**config.mk**
```make
export PLATFORM = sky130hd
export DESIGN_NAME = tx_word_arbiter
export DESIGN_NICKNAME = d
export VERILOG_FILES = /design/src/rtl/tx_word_arbiter.sv
export SDC_FILE = /design/constraint.sdc
export NUM_CORES = 1
export LEC_CHECK = 0
export ABC_AREA = 1
export CAP_MARGIN = 20
export CELL_PAD_IN_SITES_DETAIL_PLACEMENT = 0
export CELL_PAD_IN_SITES_GLOBAL_PLACEMENT = 2
export CORE_ASPECT_RATIO = 1.2
export CORE_MARGIN = 3
export CORE_UTILIZATION = 26
export CTS_CLUSTER_SIZE = 24
export DETAILED_ROUTE_END_ITERATION = 16
export GPL_TIMING_DRIVEN = 0
export PLACE_DENSITY = 0.81
export SLEW_MARGIN = 20
export SYNTH_ARGS = -nofsm -noshare
export SYNTH_HDL_FRONTEND = slang
export SYNTH_SLANG_ARGS = --single-unit
```
**constraint.sdc**
```tcl
create_clock -name clock -period 2.02 [get_ports clock]
set_input_delay 0.303 -clock clock [delete_from_list [all_inputs] [get_ports clock]]
set_output_delay 0.303 -clock clock [all_outputs]
set_load 0.1 [all_outputs]
```
**src/rtl/tx_word_arbiter.sv**
```systemverilog
// Round-robin arbiter that shares one UART transmitter between two word requesters,
// serialising each granted word LSB byte first over the tx_start / tx_done handshake.
module tx_word_arbiter #(
    parameter int N_BITS_DATA = 8,
    parameter int N_BYTES     = 4,
    parameter int N_BITS_TOUT = 4,
    parameter int TOUT_CYCLES = 15
) (
    input  logic                           clock,
    input  logic                           reset,
    input  logic                           req0,
    input  logic [N_BITS_DATA*N_BYTES-1:0] word0,
    output logic                           ack0,
    input  logic                           req1,
    input  logic [N_BITS_DATA*N_BYTES-1:0] word1,
    output logic                           ack1,
    input  logic                           tx_done,
    output logic                           tx_start,
    output logic [N_BITS_DATA-1:0]         tx_data,
    output logic                           busy,
    output logic                           err
);

    localparam int WORD_W = N_BITS_DATA * N_BYTES;
    localparam int IDX_W  = (N_BYTES > 1) ? $clog2(N_BYTES) : 1;
    localparam logic [IDX_W-1:0]       LAST_IDX  = IDX_W'(N_BYTES - 1);
    localparam logic [N_BITS_TOUT-1:0] TOUT_LAST = N_BITS_TOUT'(TOUT_CYCLES - 1);

    typedef enum logic [2:0] {
        IDLE,
        START,
        WAIT_BUSY,
        WAIT_DONE,
        NEXT
    } state_t;

    state_t                 state_q, state_d;
    logic [WORD_W-1:0]      shift_q, shift_d;
    logic [IDX_W-1:0]       idx_q, idx_d;
    logic [N_BITS_TOUT-1:0] wd_q, wd_d;
    logic                   last_grant_q, last_grant_d;
    logic                   ack0_d, ack1_d, tx_start_d, busy_d, err_d;
    logic [N_BITS_DATA-1:0] tx_data_d;
    logic                   grant0, grant1;

    // On a tie the requester that was not granted last time wins.
    assign grant0 = req0 & (~req1 | last_grant_q);
    assign grant1 = req1 & ~grant0;

    always_comb begin
        state_d      = state_q;
        shift_d      = shift_q;
        idx_d        = idx_q;
        wd_d         = wd_q;
        last_grant_d = last_grant_q;
        ack0_d       = 1'b0;
        ack1_d       = 1'b0;
        tx_start_d   = 1'b0;
        tx_data_d    = tx_data;
        err_d        = err;

        case (state_q)
            IDLE: begin
                if (grant0 | grant1) begin
                    shift_d      = grant0 ? word0 : word1;
                    idx_d        = '0;
                    ack0_d       = grant0;
                    ack1_d       = grant1;
                    last_grant_d = grant1;
                    state_d      = START;
                end
            end
            START: begin
                wd_d    = '0;
                state_d = WAIT_BUSY;
            end
            WAIT_BUSY: begin
                if (!tx_done) begin
                    state_d = WAIT_DONE;
                end else begin
                    wd_d = wd_q + 1'b1;
                    // Transmitter never went busy: give up on the rest of this word.
                    if (wd_q == TOUT_LAST) begin
                        err_d   = 1'b1;
                        state_d = IDLE;
                    end
                end
            end
            WAIT_DONE: begin
                if (tx_done) state_d = NEXT;
            end
            NEXT: begin
                shift_d = shift_q >> N_BITS_DATA;
                if (idx_q == LAST_IDX) begin
                    state_d = IDLE;
                end else begin
                    idx_d   = idx_q + 1'b1;
                    state_d = START;
                end
            end
            default: state_d = IDLE;
        endcase

        // Outputs are registered, so they are derived from the state being entered.
        if (state_d == START) begin
            tx_start_d = 1'b1;
            tx_data_d  = shift_d[N_BITS_DATA-1:0];
        end
        busy_d = (state_d != IDLE);
    end

    always_ff @(posedge clock or posedge reset) begin
        if (reset) begin
            state_q      <= IDLE;
            idx_q        <= '0;
            wd_q         <= '0;
            last_grant_q <= 1'b1;
            ack0         <= 1'b0;
            ack1         <= 1'b0;
            tx_start     <= 1'b0;
            tx_data      <= '0;
            busy         <= 1'b0;
            err          <= 1'b0;
        end else begin
            state_q      <= state_d;
            idx_q        <= idx_d;
            wd_q         <= wd_d;
            last_grant_q <= last_grant_d;
            ack0         <= ack0_d;
            ack1         <= ack1_d;
            tx_start     <= tx_start_d;
            tx_data      <= tx_data_d;
            busy         <= busy_d;
            err          <= err_d;
        end
    end

    // Word shift register is pure data; it is always reloaded before use.
    always_ff @(posedge clock) begin
        shift_q <= shift_d;
    end

endmodule

```
# Word-level counts from Yosys, hierarchy flattened
# Cells that the tools add are included.
[totals]
register_bits = 55
latch_bits = 0
ram_bits = 0
rom_bits = 0
wordCells = 58
memories = 0
[op_classes]
n_addsub = 2
n_mul = 0
div = 0
magnitude_cmp = 0
eq_ne = 10
shifts = 0
mux = 19
bitwise = 6
reduce_logical = 9
[ops]
columns = ["cell", "n"]
rows = [
  ["$mux W32", 2],
  ["$pmux W32 S2", 1],
  ["$pmux W3 S5", 1],
  ["$mux W3", 4],
  ["$pmux W4 S2", 1],
  ["$eq A3 B1 Y1 const B", 2],
  ["$eq A3 B2 Y1 const B", 2],
  ["$mux W1", 6],
  ["$ne A2 B2 Y1 const B", 3],
  ["$reduce_and A2 Y1", 3],
  ["$reduce_and A3 Y1", 2],
  ["$add A4 B1 Y4 const B", 1],
  ["$eq A4 B4 Y1 const B", 1],
  ["$mux W2", 2],
  ["$mux W4", 1],
  ["$pmux W2 S2", 1],
  ["$reduce_bool A2 Y1", 2],
  ["$eq A3 B3 Y1 const B", 1],
  ["$logic_not A3 Y1", 1],
  ["$reduce_bool A3 Y1", 1],
  ["$add A2 B1 Y2 const B", 1],
  ["$and A1 B1 Y1", 2],
  ["$eq A2 B2 Y1 const B", 1],
  ["$not A1 Y1", 2],
  ["$or A1 B1 Y1", 2],
]

# Longest topological paths before layout
# Gate-level depths: netlist of run 1.
[logic_depth]
depth_word = 10
ltp_mapped = 10

# Worst setup path before layout of run 1
# Ideal clock, no wire load.
[synth_path]
kind = "register to register"
start = "register state_q[0]"
end = "register shift_q[10] (enable)"
setup_ps = 379
t_arrival_ps = 1399
required_time_ps = 1641
path_slack_ps = 242
stages_incl_launch_ff = 4
path_cell_list = "dfrtp_1 -> nor2_4 -> nand2_1 -> inv_1"
[synth_via]
elab_chain_len = 3
word_cells_on_any_way = 5
classes_between = "eq/ne: 2; reduce/logical: 3"
[synth_rtl]
columns = ["element", "line_no", "text"]
rows = [
  ["start, declared", "37", "state_t state_q, state_d;"],
  ["start signal, assigned", "125", "state_q <= state_d;"],
  ["$eq A3 B3 Y1 / $logic_not A3 Y1 (equally long branches)", "62", "case (state_q)"],
  ["$reduce_bool A2 Y1 (no line) / $ne A2 B2 Y1 (equally long branches)", "-", ""],
  ["$reduce_and A2 Y1 (no line) (*)", "-", ""],
  ["end signal, assigned", "140", "shift_q <= shift_d;"],
  ["end, declared", "38", "logic [WORD_W-1:0] shift_q, shift_d;"],
]
# Every way passes the cells marked *; elsewhere a longest branch is shown, timed or not.
# A chain may end at the register's enable or synchronous reset.

# Worst setup path after layout of run 1
[layout_path]
start = "register tx_data[5]"
end = "output port tx_data[5]"
[layout_lines]
columns = ["element", "line_no", "text"]
rows = [
  ["start, declared", "19", "output logic [N_BITS_DATA-1:0] tx_data,"],
  ["start signal, assigned", "132", "tx_data <= tx_data_d;"],
]
# No word-level cell between the ends.

==> results of run 1 <==
[power groups by stage]
stage / sequential [uW] / combinational, uW / clock [uW]
after floorplan: 2520 / 1050 / 0
after global placement: 1860 / 2400 / 0
after detailed placement: 1870 / 2420 / 0
after CTS: 1840 / 2380 / 920
after global routing: 1890 / 2620 / 956
final: 1840 / 2360 / 890
[metrics by stage]
step	setup slack, ns	std cells	area [um^2]
final	0.213	540	3810
after global routing	0.0606	540	3810
after CTS	0.0513	540	3800
after detailed placement	-0.407	531	3650
after global placement	-0.354	531	3650
after floorplan	0.242	324	2690
[layout make-up]
cell class | instances | area [um^2]
Sequential cell | 55 | 1460
Buffer | 13 | 68.8
Timing Repair Buffer | 81 | 795
Inverter | 31 | 120
Multi-Input combinational cell | 225 | 1050
Timing Repair inverter | 1 | 7.51
Clock inverter | 3 | 28.8
Tap cell | 126 | 158
Fill cell | 1043 | 6250
Clock buffer | 5 | 125
[layer usage]
layer  GRT usage (%)  vias to the layer above  wire length [um]
met2            22.2                       65              3670
met1            16.9                     1075              3170
met5               0                        -                 0
li1                -                     1238                 -
met4            3.67                        0                61
met3            2.38                        5               374
[repair_timing]
action                                  CTS  global route
gates cloned                              1             0
resized for setup                        16             3
hold buffers                              0             0
endpoints found under the setup margin   37            10
[layout by cell type (no fill, tap or decap), types with 3 or more instances in the layout]
cell | netlist | final
a21oi_1 | 18 | 18
buf_2 | 6 | 6
clkbuf_1 | 4 | 3
clkbuf_16 | 0 | 5
clkdlybuf4s50_1 | 0 | 68
dfrtp_1 | 22 | 22
dfxtp_1 | 8 | 8
dlygate4sd2_1 | 0 | 13
edfxtp_1 | 24 | 24
ha_1 | 3 | 3
inv_1 | 28 | 27
inv_2 | 3 | 3
nand2_1 | 95 | 93
nand2_2 | 2 | 4
nand3_1 | 40 | 40
nor2_1 | 22 | 22
o21ai_0 | 26 | 26
o21ai_1 | 7 | 7
[Yosys cell counts]
library cell   n
o21ai_1        7
o21bai_1       1
buf_6          1
nand2_2        2
dfxtp_1        8
clkbuf_1       4
buf_2          6
buf_1          1
dfstp_2        1
nand3b_1       2
nor2_1        22
ha_1           3
nor3_1         2
nor2_2         2
nand3_1       40
nor2_4         2
edfxtp_1      24
nand2_4        2
a21oi_1       18
o21ai_0       26
inv_1         28
xor2_1         1
inv_2          3
nand2_1       95
buf_4          1
dfrtp_1       22
[logic make-up (layout without fill, tap and decap cells)]
family / after synthesis / after routing / synth area share [%]
buf+inv: 44 / 134 / 6.85
fa+ha+maj: 3 / 3 / 1.40
xor+xnor: 1 / 1 / 0.326
compound gates: 52 / 52 / 9.79
flops: 55 / 55 / 54.3
simple gates: 169 / 169 / 27.4
[worst min path at each step]
stage	endpoint	slack [ns]	cells past startpoint
6_report	shift_q[5]	0.46	2
2_1_floorplan	ack0	0.30	1
5_1_grt	shift_q[5]	0.49	2
3_3_place_gp	shift_q[4]	0.45	2
3_5_place_dp	shift_q[5]	0.45	2
4_1_cts	shift_q[5]	0.47	2
[registers in the layout, indices dropped and copies added, names as in the netlist, 2 cells and up]
name,cells
idx_q,2
tx_data,8
state_q,3
shift_q,32
wd_q,4
==> flow_summary_export.csv, run 1 <==
group,metric,value,unit
status,outcome,"complete, no violations",
synthesis,yosysSeqAreaShare,54.3,%
floorplanning,die-area,11600,um^2
synthesis,netlist_area,2690,um^2
global_routing,grt_pass1_vias,2547,
power_and_ir_drop,power_frac_seq,36.1,%
synthesis,yosysTopAreaCell,"edfxtp_1",
sta,period_needed,1.81,ns
placement,dp_hpwl,5350,um
sta,hold_violations,0,
setup_path,critPathLaunchType,"flop",
clocking,worstSkewPairLatency,0.29,ns
power_and_ir_drop,power,5090,uW
setup_path,crit_end,"tx_data[5]",
power_and_ir_drop,power.switching,2330,uW
setup_path,crit_chain,"dlygate4sd2_1",
sta,slew_violations,0,
setup_path,reg2reg_to,"shift_q[22]",
setup_path,arrival,1.50,ns
sta,fin_skew,0.00578,ns
floorplanning,initial_core_util,26.7,%
floorplanning,die_h,117,um
clocking,clk_pin_slew,0.07,ns
setup_path,max_stage_delay,0.86,ns
synthesis,synth_top_area_share,26.8,%
setup_path,reg2reg_slack,0.24,ns
floorplanning,rows,40,
final_layout,layout.nets,485,
global_routing,grt_antenna_before_repair,0,
clocking,cts_setup_buffers,0,
synthesis,syn-num-nets,396,
setup_path,worst_path_max_delay_cell,"dlygate4sd2_1",
final_layout,postLayoutCoreUtil,37.9,%
synthesis,synth_area_per_cell,8.29,um^2
setup_path,crit_cells,1,
setup_path,crit_buf_inv,1,
sta,hold_slack,0.462,ns
setup_path,critPathLaunch,"tx_data[5]",
floorplanning,die_w,98.8,um
sta,relSlewSlack,36.0,%
detailed_routing,via_count,2383,
setup_path,critPathMaxFanout,2,
clocking,h-tree-depth,2,
sta,finalSetupViolCount,0,
setup_path,r2r_cells,6,
detailed_routing,first_iter_violations,113,
sta,timing.setup.tns,0,ns
final_layout,syn_to_final_growth,41.8,%
power_and_ir_drop,p_int,2760,uW
power_and_ir_drop,power.density,1340,nW/um^2
setup_path,regToRegStartpoint,"last_grant_q",
power_and_ir_drop,total_leakage_power,0.00173,uW
synthesis,synth_seq_cells,55,
synthesis,postSynthCellCount,324,
sta,rsz0062_at_grt,"no",
detailed_routing,first_pass_iters,4,
power_and_ir_drop,p_comb_share,46.4,%
global_routing,globalRoute.totalOverflow,0,
power_and_ir_drop,power_frac_clock,17.5,%
final_layout,layout-drive-gt1-share,7.97,%
detailed_routing,drc,0,
clocking,cts.path.max_buffers,2,
worst_hold_path,hp-start,"shift_q[5]",
worst_hold_path,hp-class,"reg -> reg",
detailed_routing,antenna_left,0,
sta,fmax,0.553,GHz
clocking,cts_tree,"yes",
setup_path,critPathTopFamily,"buffers and inverters",
clocking,clock_sinks,55,
synthesis,yosys_warnings,0,
detailed_routing,wl,7280,um
detailed_routing,viasPerCell,4.41,
placement,gp_congestion,0.761,
floorplanning,core,10100,um^2
floorplanning,pin_count,82,
global_routing,grt_max_degree,24,
synthesis,yosysUniqueCellTypes,26,
clocking,clock-root-buffer,"clkbuf_16",
synthesis,synth_area_leaders,"edfxtp_1 27%, dfrtp_1 21%, nand2_1 13%",
setup_path,crit_path_end_kind,"output port",
sta,min_period_over_period,89.5,%
global_routing,grt_pass1_wl,12300,um
global_routing,grt.total_usage,13.1,%
setup_path,required,1.72,ns
flow_run,maxCapViolCount,0,
setup_path,crit_type,"reg -> out",
final_layout,diodes,0,
detailed_routing,wire_per_inst,13.5,um
clocking,numCtsBuffers,5,
power_and_ir_drop,ir_drop,0.000514,V
power_and_ir_drop,swShare,45.8,%
sta,worst_pin_slew,0.963,ns
placement,io_buffer_count,81,
Note: power is estimated with default switching activity, not from simulation.
==> run 2: changes to the inputs <==
--- a/config.mk
+++ b/config.mk
@@ -5,17 +5,16 @@
 export SDC_FILE = /design/constraint.sdc
 export NUM_CORES = 1
 export LEC_CHECK = 0
-export ABC_AREA = 1
 export CAP_MARGIN = 20
 export CELL_PAD_IN_SITES_DETAIL_PLACEMENT = 0
 export CELL_PAD_IN_SITES_GLOBAL_PLACEMENT = 2
 export CORE_ASPECT_RATIO = 1.2
 export CORE_MARGIN = 3
-export CORE_UTILIZATION = 26
+export CORE_UTILIZATION = 27
 export CTS_CLUSTER_SIZE = 24
 export DETAILED_ROUTE_END_ITERATION = 16
 export GPL_TIMING_DRIVEN = 0
-export PLACE_DENSITY = 0.81
+export PLACE_DENSITY = 0.82
 export SLEW_MARGIN = 20
 export SYNTH_ARGS = -nofsm -noshare
 export SYNTH_HDL_FRONTEND = slang
==> flow_summary_export.csv, run 2 <==
group,metric,value,unit
global_routing,globalRoute.totalOverflow,0,
sta,rsz0062_at_grt,"no",
synthesis,synth_most_common_cell,"nand2_1",
synthesis,yosysSeqAreaShare,52.0,%
sta,relSlewSlack,35.8,%
flow_run,maxCapViolCount,0,
setup_path,required,2.05,ns
floorplanning,initial_core_util,28.3,%
final_layout,layout_common_cells,"66 x clkdlybuf4s50_1, 46 x nand2_1, 29 x o21ai_0",
final_layout,largestRegisters,"shift_q (24), tx_data (8), wd_q (4)",
synthesis,netlist_area,2490,um^2
clocking,clock_sinks,47,
clocking,clock-root-buffer,"clkbuf_8",
sta,finalSetupViolCount,0,
power_and_ir_drop,total_leakage_power,0.00142,uW
clocking,numCtsBuffers,5,
detailed_routing,first_pass_iters,5,
synthesis,synth_top_family_by_area,"simple AND/OR/NAND/NOR gates",
floorplanning,die_w,93.7,um
final_layout,syn_to_final_growth,42.3,%
floorplanning,core,8800,um^2
final_layout,final_cell_area,3550,um^2
floorplanning,rows,37,
clocking,h-tree-depth,2,
synthesis,yosysUniqueCellTypes,43,
status,outcome,"complete, no violations",
synthesis,synth_compound_area_share,18.1,%
sta,min_period_over_period,93.0,%
power_and_ir_drop,power_frac_seq,34.6,%
power_and_ir_drop,p_comb_share,52.1,%
synthesis,synth-edff-count,24,
sta,hold_slack,0.413,ns
setup_path,arrival,1.91,ns
global_routing,grt_antenna_before_repair,0,
clocking,clk_pin_slew,0.09,ns
final_layout,layout.cells.most_common,"clkdlybuf4s50_1",
floorplanning,pin_count,82,
synthesis,synth_area_leaders,"edfxtp_1 29%, dfrtp_1 22%, nand2_1 6.9%",
setup_path,worst_path_max_delay_cell,"clkdlybuf4s50_1",
sta,slew_violations,0,
power_and_ir_drop,power.switching,2210,uW
final_layout,layout-drive-gt1-share,8.48,%
power_and_ir_drop,swShare,47.6,%
synthesis,synth_seq_cells,47,
synthesis,syn-num-nets,326,
detailed_routing,wl,6860,um
synthesis,yosysTopAreaCell,"edfxtp_1",
synthesis,ys_async_sr_fraction,48.9,%
synthesis,ys_top_cells_by_count,"46 x nand2_1, 29 x o21ai_0, 24 x edfxtp_1",
setup_path,critPathMaxFanout,10,
clocking,cts.path.max_buffers,2,
final_layout,largest_reg_flops,24,
placement,dp_hpwl,5050,um
sta,worst_pin_slew,0.966,ns
clocking,cts_tree,"yes",
detailed_routing,antenna_left,0,
synthesis,synthXorXnorAreaFrac,0,%
synthesis,synth_area_per_cell,9.82,um^2
synthesis,synth_top_area_share,28.9,%
sta,hold_violations,0,
power_and_ir_drop,ir_drop,0.000346,V
setup_path,critPathTopFamily,"buffers and inverters",
setup_path,critPathLaunchType,"input port",
setup_path,crit_path_end_kind,"flop",
global_routing,grt.total_usage,13.2,%
final_layout,layout.nets,413,
final_layout,diodes,0,
global_routing,grt_pass1_wl,10900,um
synthesis,yosys.area_share.simple,18.4,%
synthesis,synth_mux_area_share,4.42,%
global_routing,grt_pass1_vias,2157,
power_and_ir_drop,p_int,2430,uW
synthesis,ys.flop_type,"edfxtp_1",
detailed_routing,wire_per_inst,14.9,um
setup_path,crit_chain,"clkdlybuf4s50_1 -> nand2b_1 -> nand2_2 -> buf_2 -> mux2i_1 -> o21ai_0",
placement,io_buffer_count,79,
sta,period_needed,1.88,ns
detailed_routing,drc,0,
floorplanning,die-area,10400,um^2
sta,fin_skew,0.0139,ns
detailed_routing,via_count,2116,
detailed_routing,viasPerCell,4.61,
worst_hold_path,hp-class,"in -> reg",
final_layout,regMostFlops,"shift_q",
setup_path,crit_buf_inv,2,
global_routing,grt_max_degree,25,
synthesis,synth-adder-area-share,1.51,%
placement,gp_congestion,0.735,
power_and_ir_drop,power.density,1310,nW/um^2
setup_path,max_stage_delay,0.51,ns
setup_path,crit_type,"in -> reg",
synthesis,yosys_warnings,0,
power_and_ir_drop,power_frac_clock,13.3,%
floorplanning,die_h,111,um
detailed_routing,first_iter_violations,82,
sta,fmax,0.532,GHz
placement,placed_cell_area,3430,um^2
clocking,worstSkewPairLatency,0.30,ns
clocking,postCtsHoldBufs,0,
synthesis,postSynthCellCount,254,
-- run 2: cell count changes in the layout (fill, tap and decap cells not counted), sizes merged, moves of 4 or more --
cell,change
dfxtp,-8
nor2,-11
and3,+15
a31oi,+15
a21boi,+8
inv,-27
nand2,-52
nand3,-40
a21oi,-4
mux2i,+11
clkbuf,+9
-- run 2: stage by stage --
stage	total power, uW	utilization [%]	std cells	worst slack (ns)	setup TNS, ns
after CTS	4660	40.2	458	0.0389	0
after floorplan	3400	-	254	0.365	0
after detailed placement	4090	39.0	450	-0.559	-18.44
final	4640	40.3	459	0.142	0
after global routing	4950	40.3	459	0.0208	0
after global placement	4070	39.0	450	-0.532	-17.10
-- run 2: power by group through the flow --
| stage | registers (uW) | logic [uW] | clock network [uW] |
|---|---|---|---|
| after floorplan | 2390 | 1000 | 0 |
| final | 1600 | 2410 | 616 |
| after global placement | 1630 | 2440 | 0 |
| after CTS | 1610 | 2410 | 636 |
| after detailed placement | 1640 | 2450 | 0 |
| after global routing | 1650 | 2620 | 684 |
-- run 2: final timing paths --
kind | endpoint | cells past startpoint | slack (ns) | from
max | shift_q[22] | 6 | 0.14 | req1
min | state_q[2] | 3 | 0.41 | tx_done
max reg2reg | shift_q[22] | 5 | 0.21 | state_q[0]
min reg2reg | err | 1 | 0.48 | err
max in group asynchronous | ack0 | 2 | 0.96 | reset
min in group asynchronous | tx_data[0] | 2 | 0.48 | reset
-- run 2: what timing repair did --
item / 4_1_cts / 5_1_grt
resized for setup: 18 / 2
cloned: 0 / 1
pin swaps: 0 / 0
buffers inserted: 0 / 0
endpoints found under the setup margin: 47 / 24
-- run 2: cells by family (layout without fill, tap and decap cells) --
kind of cell               count (synthesis)  in the layout
DFF                                       47             47
AOI/OAI and AO/OA                         76             76
buffers and inverters                     26            114
adders and majority gates                  3              3
and+or+nand+nor                           91             91
muxes                                     11             11
-- run 2: area by class of cell --
class | instances | area (um^2)
Clock inverter | 2 | 16.3
Timing Repair Buffer | 79 | 774
Clock buffer | 6 | 82.6
Buffer | 20 | 114
Timing Repair inverter | 1 | 7.51
Tap cell | 117 | 146
Inverter | 6 | 31.3
Fill cell | 921 | 5250
Sequential cell | 47 | 1300
Multi-Input combinational cell | 181 | 1080
-- run 2: routing by layer --
layer,part of all wire (%),GRT usage (%),routed length (um)
met2,48,21.6,3270
met4,0.89,3.56,61
met3,6.9,3.87,471
met1,45,16.8,3050
met5,0,0,0
-- run 2: worst register-to-register path: stages, from the launching register on --
cell	delay, ns
dfrtp_1	0.39
buf_6	0.14
nor3_1	0.43
o21ai_4	0.20
clkbuf_1	0.26
o21ai_0	0.23
==> run 3: changes to the inputs <==
--- a/config.mk
+++ b/config.mk
@@ -8,7 +8,6 @@
 export CAP_MARGIN = 20
 export CELL_PAD_IN_SITES_DETAIL_PLACEMENT = 0
 export CELL_PAD_IN_SITES_GLOBAL_PLACEMENT = 2
-export CORE_ASPECT_RATIO = 1.2
 export CORE_MARGIN = 3
 export CORE_UTILIZATION = 27
 export CTS_CLUSTER_SIZE = 24
==> flow_summary_export.csv, run 3 (same netlist as run 2, synthesis figures left out) <==
group,metric,value,unit
status,outcome,"complete, no violations",
setup_path,critPathLaunch,"req1",
sta,hold_violations,0,
final_layout,syn_to_final_growth,42.4,%
power_and_ir_drop,ir_drop,0.000488,V
detailed_routing,via_count,2143,
global_routing,grt_max_degree,24,
detailed_routing,drc,0,
final_layout,layout_common_cells,"66 x clkdlybuf4s50_1, 46 x nand2_1, 29 x o21ai_0",
floorplanning,die-area,10400,um^2
clocking,cts.path.max_buffers,2,
sta,relSlewSlack,35.4,%
clocking,clk_pin_slew,0.09,ns
sta,finalSetupViolCount,0,
final_layout,final_cell_count_no_fill,452,
setup_path,crit_path_end_kind,"flop",
setup_path,critPathMaxFanout,12,
setup_path,crit_end,"shift_q[26]",
setup_path,regToRegStartpoint,"state_q[0]",
detailed_routing,first_iter_violations,67,
floorplanning,die_h,102,um
setup_path,r2r_cells,5,
detailed_routing,wl,6760,um
flow_run,maxCapViolCount,0,
final_layout,n_fill_cell,899,
sta,slew_violations,0,
clocking,clock-root-buffer,"clkbuf_8",
final_layout,largestRegisters,"shift_q (24), tx_data (8), wd_q (4)",
final_layout,layout-drive-gt1-share,8.43,%
clocking,numCtsBuffers,5,
sta,rsz0062_at_grt,"no",
floorplanning,initial_core_util,28.2,%
floorplanning,core,8850,um^2
setup_path,crit_type,"in -> reg",
final_layout,multi_input_area,1080,um^2
floorplanning,die_w,102,um
sta,fin_skew,0.00893,ns
setup_path,reg2reg_slack,0.20,ns
floorplanning,rows,34,
sta,worst_pin_slew,0.972,ns
clocking,clock_sinks,47,
placement,placed_cells,441,
power_and_ir_drop,total_leakage_power,0.00143,uW
final_layout,regMostFlops,"shift_q",
placement,placed_cell_area,3420,um^2
floorplanning,pin_count,82,
detailed_routing,wire_per_inst,15.0,um
sta,period_needed,1.91,ns
sta,min_period_over_period,94.5,%
setup_path,critPathLaunchType,"input port",
setup_path,reg2reg_to,"shift_q[18]",
final_layout,diodes,0,
detailed_routing,first_pass_iters,4,
worst_hold_path,hp-class,"in -> reg",
setup_path,arrival,1.87,ns
global_routing,grt_pass1_vias,2174,
placement,io_buffer_count,79,
global_routing,globalRoute.totalOverflow,0,
global_routing,grt_antenna_before_repair,0,
sta,hold_slack,0.419,ns
final_layout,largest_reg_flops,24,
global_routing,grt_pass1_wl,11100,um
detailed_routing,viasPerCell,4.74,
placement,dp_hpwl,5000,um
final_layout,seq_area,1300,um^2
sta,fmax,0.524,GHz
clocking,cts_tree,"yes",
detailed_routing,antenna_left,0,
clocking,postCtsHoldBufs,0,
global_routing,grt.total_usage,13.7,%
clocking,h-tree-depth,2,
final_layout,layout.cells.most_common,"clkdlybuf4s50_1",
power_and_ir_drop,power.density,1320,nW/um^2
final_layout,final_cell_area,3550,um^2
placement,gp_congestion,0.758,
setup_path,required,1.98,ns
final_layout,layout.nets,415,
clocking,worstSkewPairLatency,0.30,ns
==> run 3: final cells by class <==
cell class	count	area share, %
tap	108	3.80
buffer	20	3.13
sequential	47	36.5
clock buffer	8	2.85
multi-input combinational	181	30.4
timing repair buffer	81	22.2
inverter	6	0.881
timing repair inverter	1	0.211
==> run 3: power breakdown <==
part / total, uW / internal [uW] / switching (uW)
logic: 2440 / 719 / 1720
registers: 1600 / 1450 / 149
clock network: 648 / 322 / 326
==> run 3: timing repair <==
action / in CTS / in global routing
endpoints found under the hold margin: 0 / 0
setup buffers: 2 / 0
endpoints found under the setup margin: 47 / 4
gates resized for setup: 18 / 2
cloned: 1 / 0
pin swaps: 0 / 0
==> run 3: how the worst min path moves through the flow <==
| stage | from | slack, ns | to | cells past startpoint |
|---|---|---|---|---|
| after detailed placement | err | 0.47 | err | 1 |
| final | tx_done | 0.42 | state_q[2] | 3 |
| after global placement | err | 0.46 | err | 1 |
| after CTS | tx_done | 0.41 | state_q[2] | 3 |
| after global routing | tx_done | 0.44 | state_q[2] | 3 |
| after floorplan | reset | 0.30 | ack0 | 1 |
==> run 3: layer usage <==
layer	global-route usage (%)	up-vias	wire (um)	part of all wire, %
met1	18.0	988	3090	46
met2	22.2	68	3150	47
li1	-	1085	-	-
met5	0	-	0	0
met4	2.72	0	29	0.43
met3	4.37	2	488	7.2
==> run 3: through the flow <==
stage | power, uW | setup TNS (ns) | setup slack [ns] | util, %
final | 4690 | 0 | 0.111 | 40.1
after global routing | 4980 | 0 | 0.0258 | 40.1
after CTS | 4730 | 0 | 0.0207 | 40.1
after detailed placement | 4090 | -16.36 | -0.521 | 38.6
after global placement | 4070 | -15.08 | -0.455 | 38.6
after floorplan | 3400 | 0 | 0.365 | -
==> run 3: critical path, stage by stage <==
cell             delay (ns)
clkdlybuf4s50_1        0.45
clkbuf_1               0.31
o31ai_4                0.43
clkinvlp_4             0.38
